==> src/rtl/disp_pkg.sv <==
// disp_pkg: shared types and default panel timing for the parallel-RGB TFT
// timing generator.
//   disp_state_t : panel power-sequencing states
//   rgb_t        : packed {r,g,b} pixel, 8 bits per channel
//   DEF_*        : default 480x272 panel timing
//   axis_total   : total length of one axis (active + porches + sync)
package disp_pkg;

  typedef enum logic [1:0] {
    S_OFF   = 2'd0,
    S_SYNC  = 2'd1,
    S_ON    = 2'd2,
    S_BLANK = 2'd3
  } disp_state_t;

  typedef struct packed {
    logic [7:0] r;
    logic [7:0] g;
    logic [7:0] b;
  } rgb_t;

  localparam int DEF_HACT      = 480;
  localparam int DEF_HFP       = 2;
  localparam int DEF_HSW       = 41;
  localparam int DEF_HBP       = 2;
  localparam int DEF_VACT      = 272;
  localparam int DEF_VFP       = 2;
  localparam int DEF_VSW       = 10;
  localparam int DEF_VBP       = 2;
  localparam int DEF_CLK_DIV   = 2;
  localparam int DEF_EN_FRAMES = 2;

  // Both axis counters are this wide; an axis total must fit in 0..1023.
  localparam int CNT_W         = 10;
  localparam int CNT_MAX_TOTAL = 1024;

  function automatic int axis_total(input int act, input int fp,
                                    input int sw, input int bp);
    return act + fp + sw + bp;
  endfunction

endpackage

==> src/rtl/disp_axis_counter.sv <==
// disp_axis_counter: one timing axis (horizontal or vertical).
// Counts 0..TOTAL-1 when en is high, wraps to 0, and is forced to 0 by clr.
// Ports:
//   Clk, Reset : clock, synchronous active-low reset
//   clr        : hold/force the count at 0 (has priority over en)
//   en         : advance one step
//   count      : current (registered) position
//   nxt        : value count takes at the next edge
//   last       : count is TOTAL-1 (an enabled step wraps)
//   sync_n     : active-low sync decode of count
//   active     : count lies in the active region
module disp_axis_counter
  import disp_pkg::*;
#(
  parameter int ACT = DEF_HACT,
  parameter int FP  = DEF_HFP,
  parameter int SW  = DEF_HSW,
  parameter int BP  = DEF_HBP
) (
  input  logic             Clk,
  input  logic             Reset,
  input  logic             clr,
  input  logic             en,
  output logic [CNT_W-1:0] count,
  output logic [CNT_W-1:0] nxt,
  output logic             last,
  output logic             sync_n,
  output logic             active
);

  localparam int TOTAL = axis_total(ACT, FP, SW, BP);

  // Decodes are done one bit wider so a region ending exactly at 1024
  // still compares correctly.
  localparam logic [CNT_W-1:0] LAST_C  = CNT_W'(TOTAL - 1);
  localparam logic [CNT_W:0]   ACT_C   = (CNT_W + 1)'(ACT);
  localparam logic [CNT_W:0]   SYNC_LO = (CNT_W + 1)'(ACT + FP);
  localparam logic [CNT_W:0]   SYNC_HI = (CNT_W + 1)'(ACT + FP + SW);

  logic [CNT_W:0] cw;

  assign cw     = {1'b0, count};
  assign last   = (count == LAST_C);
  assign sync_n = !((cw >= SYNC_LO) && (cw < SYNC_HI));
  assign active = (cw < ACT_C);

  always_comb begin
    nxt = count;
    if (clr) begin
      nxt = '0;
    end else if (en) begin
      nxt = last ? '0 : count + CNT_W'(1);
    end
  end

  always_ff @(posedge Clk) begin
    if (!Reset) begin
      count <= '0;
    end else begin
      count <= nxt;
    end
  end

endmodule

==> src/rtl/disp_timing_gen.sv <==
// disp_timing_gen: parallel-RGB TFT timing generator with panel power
// sequencing.
// Ports:
//   Clk, Reset      : system clock, synchronous active-low reset
//   disp_on         : level request to power the panel
//   rgb_in          : {R,G,B} for the pixel at px_x/px_y
//   px_x, px_y      : requested pixel coordinate
//   px_valid        : px_x/px_y lie in the active area
//   frame_start     : one-Clk pulse after the counters wrap to (0,0)
//   status          : high while the panel is fully on (S_ON)
//   RD, GD, BD      : registered pixel data to the panel
//   DEN             : data enable
//   HSYNC, VSYNC    : active-low syncs
//   DISP_CLK        : pixel clock (falls together with data changes)
//   DISP_EN         : panel enable
//   dbg_state       : current FSM state
//
// Pixel request contract: there is no back-pressure. px_x/px_y change on a
// pixel-clock-enable edge; the renderer must hold the matching rgb_in stable
// until the next pixel-clock-enable edge, where it is sampled. That pixel
// then appears on RD/GD/BD/DEN for exactly the following pixel period.
module disp_timing_gen
  import disp_pkg::*;
#(
  parameter int HACT      = DEF_HACT,
  parameter int HFP       = DEF_HFP,
  parameter int HSW       = DEF_HSW,
  parameter int HBP       = DEF_HBP,
  parameter int VACT      = DEF_VACT,
  parameter int VFP       = DEF_VFP,
  parameter int VSW       = DEF_VSW,
  parameter int VBP       = DEF_VBP,
  parameter int CLK_DIV   = DEF_CLK_DIV,
  parameter int EN_FRAMES = DEF_EN_FRAMES
) (
  input  logic        Clk,
  input  logic        Reset,
  input  logic        disp_on,
  input  logic [23:0] rgb_in,
  output logic [9:0]  px_x,
  output logic [9:0]  px_y,
  output logic        px_valid,
  output logic        frame_start,
  output logic        status,
  output logic [7:0]  RD,
  output logic [7:0]  GD,
  output logic [7:0]  BD,
  output logic        DEN,
  output logic        HSYNC,
  output logic        VSYNC,
  output logic        DISP_CLK,
  output logic        DISP_EN,
  output disp_state_t dbg_state
);

  localparam int HTOTAL = axis_total(HACT, HFP, HSW, HBP);
  localparam int VTOTAL = axis_total(VACT, VFP, VSW, VBP);

  if (HTOTAL > CNT_MAX_TOTAL) begin : g_htotal_chk
    $error("disp_timing_gen: HTOTAL %0d exceeds %0d", HTOTAL, CNT_MAX_TOTAL);
  end
  if (VTOTAL > CNT_MAX_TOTAL) begin : g_vtotal_chk
    $error("disp_timing_gen: VTOTAL %0d exceeds %0d", VTOTAL, CNT_MAX_TOTAL);
  end
  if ((CLK_DIV % 2) != 0 || CLK_DIV < 2) begin : g_div_chk
    $fatal(1, "disp_timing_gen: CLK_DIV %0d must be even and >= 2", CLK_DIV);
  end

  localparam int             DW     = $clog2(CLK_DIV);
  localparam logic [DW-1:0]  D_LAST = DW'(CLK_DIV - 1);
  localparam logic [DW-1:0]  D_HALF = DW'(CLK_DIV / 2);
  localparam int             FW     = $clog2(EN_FRAMES + 2);
  localparam logic [FW-1:0]  EN_F   = FW'(EN_FRAMES);
  localparam logic [CNT_W:0] HACT_C = (CNT_W + 1)'(HACT);
  localparam logic [CNT_W:0] VACT_C = (CNT_W + 1)'(VACT);

  disp_state_t      state, state_nxt;
  logic [DW-1:0]    d, d_nxt;
  logic [FW-1:0]    fcnt, fcnt_post;
  logic             running, stop, pix_ce, frame_wrap, den_nxt;
  rgb_t             pix;

  logic [CNT_W-1:0] h_count, h_nxt, v_count, v_nxt;
  logic             h_last, h_sync_n, h_active;
  logic             v_last, v_sync_n, v_active;

  assign running    = (state != S_OFF);
  // Entering or staying in S_OFF clears divider and counters on this edge.
  assign stop       = (state_nxt == S_OFF);
  assign pix_ce     = running && (d == D_LAST);
  assign frame_wrap = pix_ce && h_last && v_last;
  // DEN uses the state being entered so a dropped disp_on blanks the very
  // next pixel.
  assign den_nxt    = h_active && v_active && (state_nxt == S_ON);

  disp_axis_counter #(.ACT(HACT), .FP(HFP), .SW(HSW), .BP(HBP)) u_h (
    .Clk    (Clk),
    .Reset  (Reset),
    .clr    (stop),
    .en     (pix_ce),
    .count  (h_count),
    .nxt    (h_nxt),
    .last   (h_last),
    .sync_n (h_sync_n),
    .active (h_active)
  );

  disp_axis_counter #(.ACT(VACT), .FP(VFP), .SW(VSW), .BP(VBP)) u_v (
    .Clk    (Clk),
    .Reset  (Reset),
    .clr    (stop),
    .en     (pix_ce && h_last),
    .count  (v_count),
    .nxt    (v_nxt),
    .last   (v_last),
    .sync_n (v_sync_n),
    .active (v_active)
  );

  always_comb begin
    d_nxt = '0;
    if (!stop && running && !pix_ce) begin
      d_nxt = d + DW'(1);
    end
  end

  // The enable check sees the frame count including a wrap on this edge.
  always_comb begin
    state_nxt = state;
    fcnt_post = frame_wrap ? fcnt + FW'(1) : fcnt;
    case (state)
      S_OFF:   if (disp_on) state_nxt = S_SYNC;
      S_SYNC: begin
        if (!disp_on) begin
          state_nxt = S_OFF;
        end else if (fcnt_post >= EN_F) begin
          state_nxt = S_ON;
        end
      end
      S_ON:    if (!disp_on) state_nxt = S_BLANK;
      S_BLANK: if (frame_wrap) state_nxt = S_OFF;
      default: state_nxt = S_OFF;
    endcase
  end

  always_ff @(posedge Clk) begin
    if (!Reset) begin
      state       <= S_OFF;
      d           <= '0;
      fcnt        <= '0;
      DISP_CLK    <= 1'b0;
      HSYNC       <= 1'b1;
      VSYNC       <= 1'b1;
      DEN         <= 1'b0;
      pix         <= '0;
      DISP_EN     <= 1'b0;
      px_valid    <= 1'b0;
      frame_start <= 1'b0;
      status      <= 1'b0;
    end else begin
      state       <= state_nxt;
      d           <= d_nxt;
      fcnt        <= (state_nxt == S_SYNC) ? fcnt_post : '0;
      frame_start <= frame_wrap;
      status      <= (state_nxt == S_ON);
      DISP_EN     <= (state_nxt == S_ON) || (state_nxt == S_BLANK);
      px_valid    <= !stop && ({1'b0, h_nxt} < HACT_C) && ({1'b0, v_nxt} < VACT_C);
      if (stop) begin
        DISP_CLK <= 1'b0;
        HSYNC    <= 1'b1;
        VSYNC    <= 1'b1;
        DEN      <= 1'b0;
        pix      <= '0;
      end else begin
        // Looking at d_nxt makes DISP_CLK fall on the edge where d wraps.
        DISP_CLK <= (d_nxt >= D_HALF);
        if (pix_ce) begin
          HSYNC <= h_sync_n;
          VSYNC <= v_sync_n;
          DEN   <= den_nxt;
          pix   <= den_nxt ? rgb_t'(rgb_in) : '0;
        end
      end
    end
  end

  // The counters are registers, so they double as the registered request.
  assign px_x      = h_count;
  assign px_y      = v_count;
  assign RD        = pix.r;
  assign GD        = pix.g;
  assign BD        = pix.b;
  assign dbg_state = state;

endmodule
==> config.mk <==
export PLATFORM = sky130hd
export DESIGN_NAME = disp_timing_gen
export DESIGN_NICKNAME = d
export VERILOG_FILES = /design/src/rtl/disp_pkg.sv /design/src/rtl/disp_axis_counter.sv /design/src/rtl/disp_timing_gen.sv
export SDC_FILE = /design/constraint.sdc
export NUM_CORES = 1
export LEC_CHECK = 0
export ABC_AREA = 1
export BUFFER_PORTS_ARGS = -buffer_cell sky130_fd_sc_hd__buf_2
export CAP_MARGIN = 20
export CORE_ASPECT_RATIO = 0.6
export CORE_MARGIN = 4
export CORE_UTILIZATION = 30
export DETAILED_ROUTE_END_ITERATION = 10
export PLACE_DENSITY = 0.62
export SKIP_CTS_REPAIR_TIMING = 1
export SYNTH_ARGS = -nofsm -noshare
export SYNTH_HDL_FRONTEND = slang
export SYNTH_SLANG_ARGS = --single-unit
==> constraint.sdc <==
create_clock -name Clk -period 2.06 [get_ports Clk]
set_clock_uncertainty 0.2 [all_clocks]
set_input_delay 0.309 -clock Clk [delete_from_list [all_inputs] [get_ports Clk]]
set_output_delay 0.309 -clock Clk [all_outputs]
set_load 0.01 [all_outputs]
==> results of run 1 <==
cell type report:
cell class	instances	share of cell area [%]
sequential	57	26.2
timing repair buffer	139	20.8
multi-input combinational	283	38.2
tap	135	3.85
clock inverter	4	1.17
inverter	46	4.00
clock buffer	12	5.85
stage by stage:
stage | power [mW] | instances
CTS | 2.83 | 672
global route | 2.91 | 676
global placement | 1.31 | 656
detailed placement | 1.31 | 656
floorplan | 1.23 | 401
finish | 2.81 | 676
power groups by stage:
stage,Clock (mW),Sequential (mW),Combinational (mW)
after floorplan,0,1.14,0.0940
after global placement,0,1.14,0.172
after detailed placement,0,1.14,0.176
after CTS,1.54,1.11,0.177
after global routing,1.59,1.11,0.205
final,1.51,1.11,0.189
critical path, cell delays in order, from the launching register on:
cell and delay [ps]:
dfxtp_4 350, inv_4 60, ha_4 140, nand2_2 40
nor2_1 80, nand2_1 90, nor3_4 250, nand2_2 110
o21ai_4 160, buf_4 150, a21oi_4 70, buf_12 170
nand3_1 100, a21oi_2 60
state kept, by name, indices dropped and copies added (netlist names), 2 cells and up:
name / flops
RD: 8
u_v.count: 10
BD: 8
fcnt: 2
GD: 8
u_h.count: 10
dbg_state: 2
metal layers:
metal  global-route usage [%]  up-vias
met5                        0        -
met4                     5.34        0
met3                     6.33       13
met2                     23.8      125
met1                     21.9     1481
li1                         -     1590
cell usage after synthesis, types with 3 or more instances:
cell      count  area (um2)
a21oi_2      26         228
o21ai_0      11        55.1
nand3b_1      3        22.5
nor2_1       44         165
nand3_2       3        30.0
nand3_1      48         240
inv_1        43         161
nor3_1       16        80.1
inv_2         3        11.3
buf_4         4        30.0
nor3_2        3        30.0
nand4_1       8        50.1
xor2_1        8        70.1
buf_6         4        45.0
a21oi_1       5        25.0
nand2_1      79         297
buf_2         3        15.0
dfxtp_1      57        1140
clkbuf_1      3        11.3
ha_1          5        62.6
nand2_2       3        18.8
worst max path at each step:
stage	start	endpoint	slack, ps
floorplan	u_h.count[0]	u_h.count[9]	-20
global placement	u_v.count[1]	u_h.count[3]	-20
detailed placement	u_h.count[0]	RD[6]	-60
CTS	u_h.count[0]	u_v.count[8]	-80
global route	u_h.count[0]	GD[5]	-230
finish	u_h.count[0]	GD[5]	-80
kinds of logic (layout without fill, tap and decap cells):
kind of cell,after synthesis,in the layout
AO/OA/AOI/OAI,52,52
adder cells (fa/ha/maj),5,5
XOR/XNOR,9,9
flip-flops,57,57
buffers and inverters,61,201
AND/OR/NAND/NOR,217,217
layout by cell type, fill, tap and decap left out, drive strengths merged, types with 5 or more instances in the layout:
cell type,count
a21oi,32
nor2,48
dfxtp,57
clkbuf,13
nand2,85
xor2,8
ha,5
nand4,9
buf,138
o21ai,14
inv,46
nor3,20
nand3,51
==> reports/results.ini, run 1 <==
[global_routing]
first_global_vias=3072
grt_overflow_total=0
antenna_found_initial=0
grt_max_degree=28
grt_pass1_wl_um=14900
grtUsageTotal_pct=16.3

[sta]
setup_violations=48
min_period_ps=2140
worst_slew_pin_slew_ps=444
slew_headroom_pct=70.2
fmax_mhz=467
setup_ws_ps=-83.3
hold_slack_ps=47.6
final.period_utilization_pct=104
rsz0062_at_grt=yes
finalMaxSlewViolations=0
hold_violations=0
tns_ps=-2670

[logic_synthesis]
synth-xor-area-share_pct=2.61
ys_seq_elements=57
synthMuxAreaShare_pct=0
async_reset_ff_share_pct=0
synth_top_flop_cell=dfxtp_1
synthAdderAreaFrac_pct=2.07
yosysUniqueCellTypes=38
synth-compound-area-share_pct=13.6
avgSynthCellArea_um2=7.52
synth_top_family_by_area=simple AND/OR/NAND/NOR gates
synth_fp_nets=433
yosys.area_share.simple_pct=34.7
ys_seq_area_share_pct=37.8
synth_warnings=0
netlist_area_um2=3020
netlist_instances=401
synth-edff-count=0

[hold_path]
hp-class=in -> reg
hold_start=rgb_in[19]
whs_endpoint=RD[3]
whs_path_depth=3

[place]
place_congestion=0.905
dp_slack_ps=-62.3
placed_area_um2=3970
numPortBuffers=80
hpwlAfterDp_um=7140

[die]
die-area_um2=11800
core-area_um2=9840
die_x_um=137
dieHeight_um=85.7
row_count=28
io_pins=81
start_util_pct=30.6

[power]
peakVddDrop_mv=0.379
switching_power_mw=0.627
switching_share_pct=22.3
intPower_mw=2.19
seqPwrFrac_pct=39.5
clockPowerShare_pct=53.7
p_comb_share_pct=6.7
p_per_area_nw_per_um2=642
p_leak_nw=1.89

[drt]
wl_met2_um=4160
drtIter0Drc=181
wire_per_inst_um=14.1
wl_met3_um=777
drcViolationCount=0
drt-total-wl_um=9500
viasPerCell=4.75
antenna_left=0
met1_length_um=4410
drtPass1Iterations=5
vias=3209
highest_layer=met4

[cts]
cts.clk_slew.worst_paths_ps=50
cts_made_buffers=9
clockBufferDepth=2
cts_tree=built
insertion_delay_ps=330
h-tree-depth=3
cts-root-buf=clkbuf_16
clkSinkCount=57

[finish]
multi_input_area_um2=1670
final_util_pct=44.5
final_nets=568
diodes=0
num-fill-cells=995
fin_area_um2=4380
seqCellArea_um2=1150
drive_gt1_share_pct=42.3
area_growth_pct=45.4

[flow_run]
cap_violations=0

[critical_path]
crit_required_ps=2080
r2r_slack_ps=-80
crit_arrival_ps=2160
r2r_start=u_h.count[0]
end_kind=flop
reg2reg_depth=13
startpoint_type=flop
r2r_end=GD[5]
crit_type=reg -> reg
crit_fanout=25

[run_status]
status=finished with violations
violations=negative setup slack

Note: power is estimated with default switching activity, not from simulation.
==> inputs of run 2 (changes only) <==
Settings changed: CORE_MARGIN 4 to 2, MAX_ROUTING_LAYER from default to met4.
==> run 2 against run 1 <==
The flow still finishes with violations (negative setup slack). Critical path type unchanged. Count of clock-buffer cells in the layout up 2. Combinational power up 12%. Wire length down 2.0%. Worst hold slack worse by 1.8 ps. Largest cell class unchanged. Core utilization up 0.73 points.
==> reports/results.ini, run 2 (synthesized netlist as in run 1, its figures left out) <==
[die]
start_util_pct=30.7
die_x_um=133
die-area_um2=10900
dieHeight_um=81.7
row_count=28
io_pins=81
core-area_um2=9810

[critical_path]
startpoint_type=flop
r2r_start=u_h.count[4]
r2r_end=DISP_CLK
crit_end=DISP_CLK
end_kind=flop
cp_cell_sequence=nor2_1 > nand2_2 > inv_2 > nand4_2 > o21ai_2 > nand3_2 > nand2_2 > nand2_4 > nand2_4 > nand2_8 > buf_12 > nor3_4
r2r_slack_ps=-120
crit_required_ps=2110
startpoint=u_h.count[4]
reg2reg_depth=12
crit_arrival_ps=2230
crit_fanout=7
crit_type=reg -> reg
critPathMaxStageDelay_ps=330
crit_slowest_cell=dfxtp_1

[global_routing]
first_global_vias=2934
grt_pass1_wl_um=14600
grtUsageTotal_pct=17.5
grt_overflow_total=0
grt_max_degree=29
antenna_found_initial=0

[sta]
setup_ws_ps=-120
fmax_mhz=459
rsz0062_at_grt=yes
hold_slack_ps=45.8
slew_headroom_pct=72.9
final.period_utilization_pct=106
setup_violations=41
worst_slew_pin_slew_ps=403
hold_violations=0
tns_ps=-1690
finalMaxSlewViolations=0
min_period_ps=2180

[finish]
final_util_pct=45.3
final_common_cell=buf_2
area_growth_pct=47.3
final_nets=574
drive_gt1_share_pct=43.5
final_cell_count_no_fill=682
reg_top3=u_h.count: 10 flops, u_v.count: 10 flops
mostFrequentLayoutCells=buf_2 (80), nand2_1 (78), buf_4 (54)
diodes=0
num-fill-cells=976

[cts]
cts_tree=built
cts.clk_slew.worst_paths_ps=50
clkSinkCount=57
cts-root-buf=clkbuf_16
cts_made_buffers=9
clockBufferDepth=2
h-tree-depth=3
insertion_delay_ps=330

[run_status]
violations=negative setup slack
status=finished with violations

[drt]
drt-total-wl_um=9310
drtPass1Iterations=5
drcViolationCount=0
vias=3202
wire_per_inst_um=13.7
viasPerCell=4.70
antenna_left=0
drtIter0Drc=242

[power]
peakVddDrop_mv=0.422
finalPower_mw=2.69
p_per_area_nw_per_um2=606
p_leak_nw=1.90

[place]
numPortBuffers=80
dp_cells=659
hpwlAfterDp_um=6900
place_congestion=0.917

[flow_run]
cap_violations=0

[hold_path]
hp-class=in -> reg

## run 2: cell types whose count changed in the layout (fill, tap and decap cells not counted), sizes merged
| cell | previous run | this run |
|---|---|---|
| buf | 138 | 142 |
| bufinv | 1 | 0 |
| nand2 | 85 | 86 |
| clkinv | 2 | 1 |
| clkbuf | 13 | 16 |
## run 2: stage by stage
| step | cell area, um2 | worst slack [ps] |
|---|---|---|
| after global placement | 3990 | -1.14 |
| after detailed placement | 3990 | -22.1 |
| final | 4440 | -120 |
| after global routing | 4440 | -224 |
| after floorplan | 3050 | -17.2 |
| after CTS | 4270 | -56.0 |
## run 2: area by class of cell
class	instances	area, um2	area share [%]
sequential	57	1150	25.9
inverter	46	175	3.94
tap	135	169	3.80
multi-input combinational	284	1690	38.0
clock buffer	14	264	5.95
clock inverter	2	12.5	0.282
timing repair buffer	144	981	22.1
## run 2: worst min-delay path by stage
stage	to	cells past startpoint	startpoint
3_3_place_gp	DEN	2	DEN
5_1_grt	GD[7]	3	rgb_in[15]
2_1_floorplan	HSYNC	1	Reset
3_5_place_dp	HSYNC	2	HSYNC
4_1_cts	RD[4]	3	rgb_in[20]
6_report	RD[3]	3	rgb_in[19]
## run 2: per-layer routing
layer	vias to the layer above	wire length, um	track usage [%]
li1	1597	-	-
met5	-	0	-
met3	10	671	6.05
met4	0	93	3.09
met1	1467	4720	24.2
met2	128	3830	24.8
## run 2: worst max-delay path, delay by kind of cell, from the launching register on
family | cells | cell delay [ps]
buffers and inverters | 2 | 280
flip-flops | 1 | 330
AO/OA/AOI/OAI | 1 | 200
AND/OR/NAND/NOR | 9 | 1090
## run 2: power by group
part | internal, mW | total (mW) | switching, mW
combinational | 0.0940 | 0.212 | 0.118
sequential | 1.11 | 1.11 | 0.00475
clock | 0.876 | 1.36 | 0.489
total | 2.08 | 2.69 | 0.611
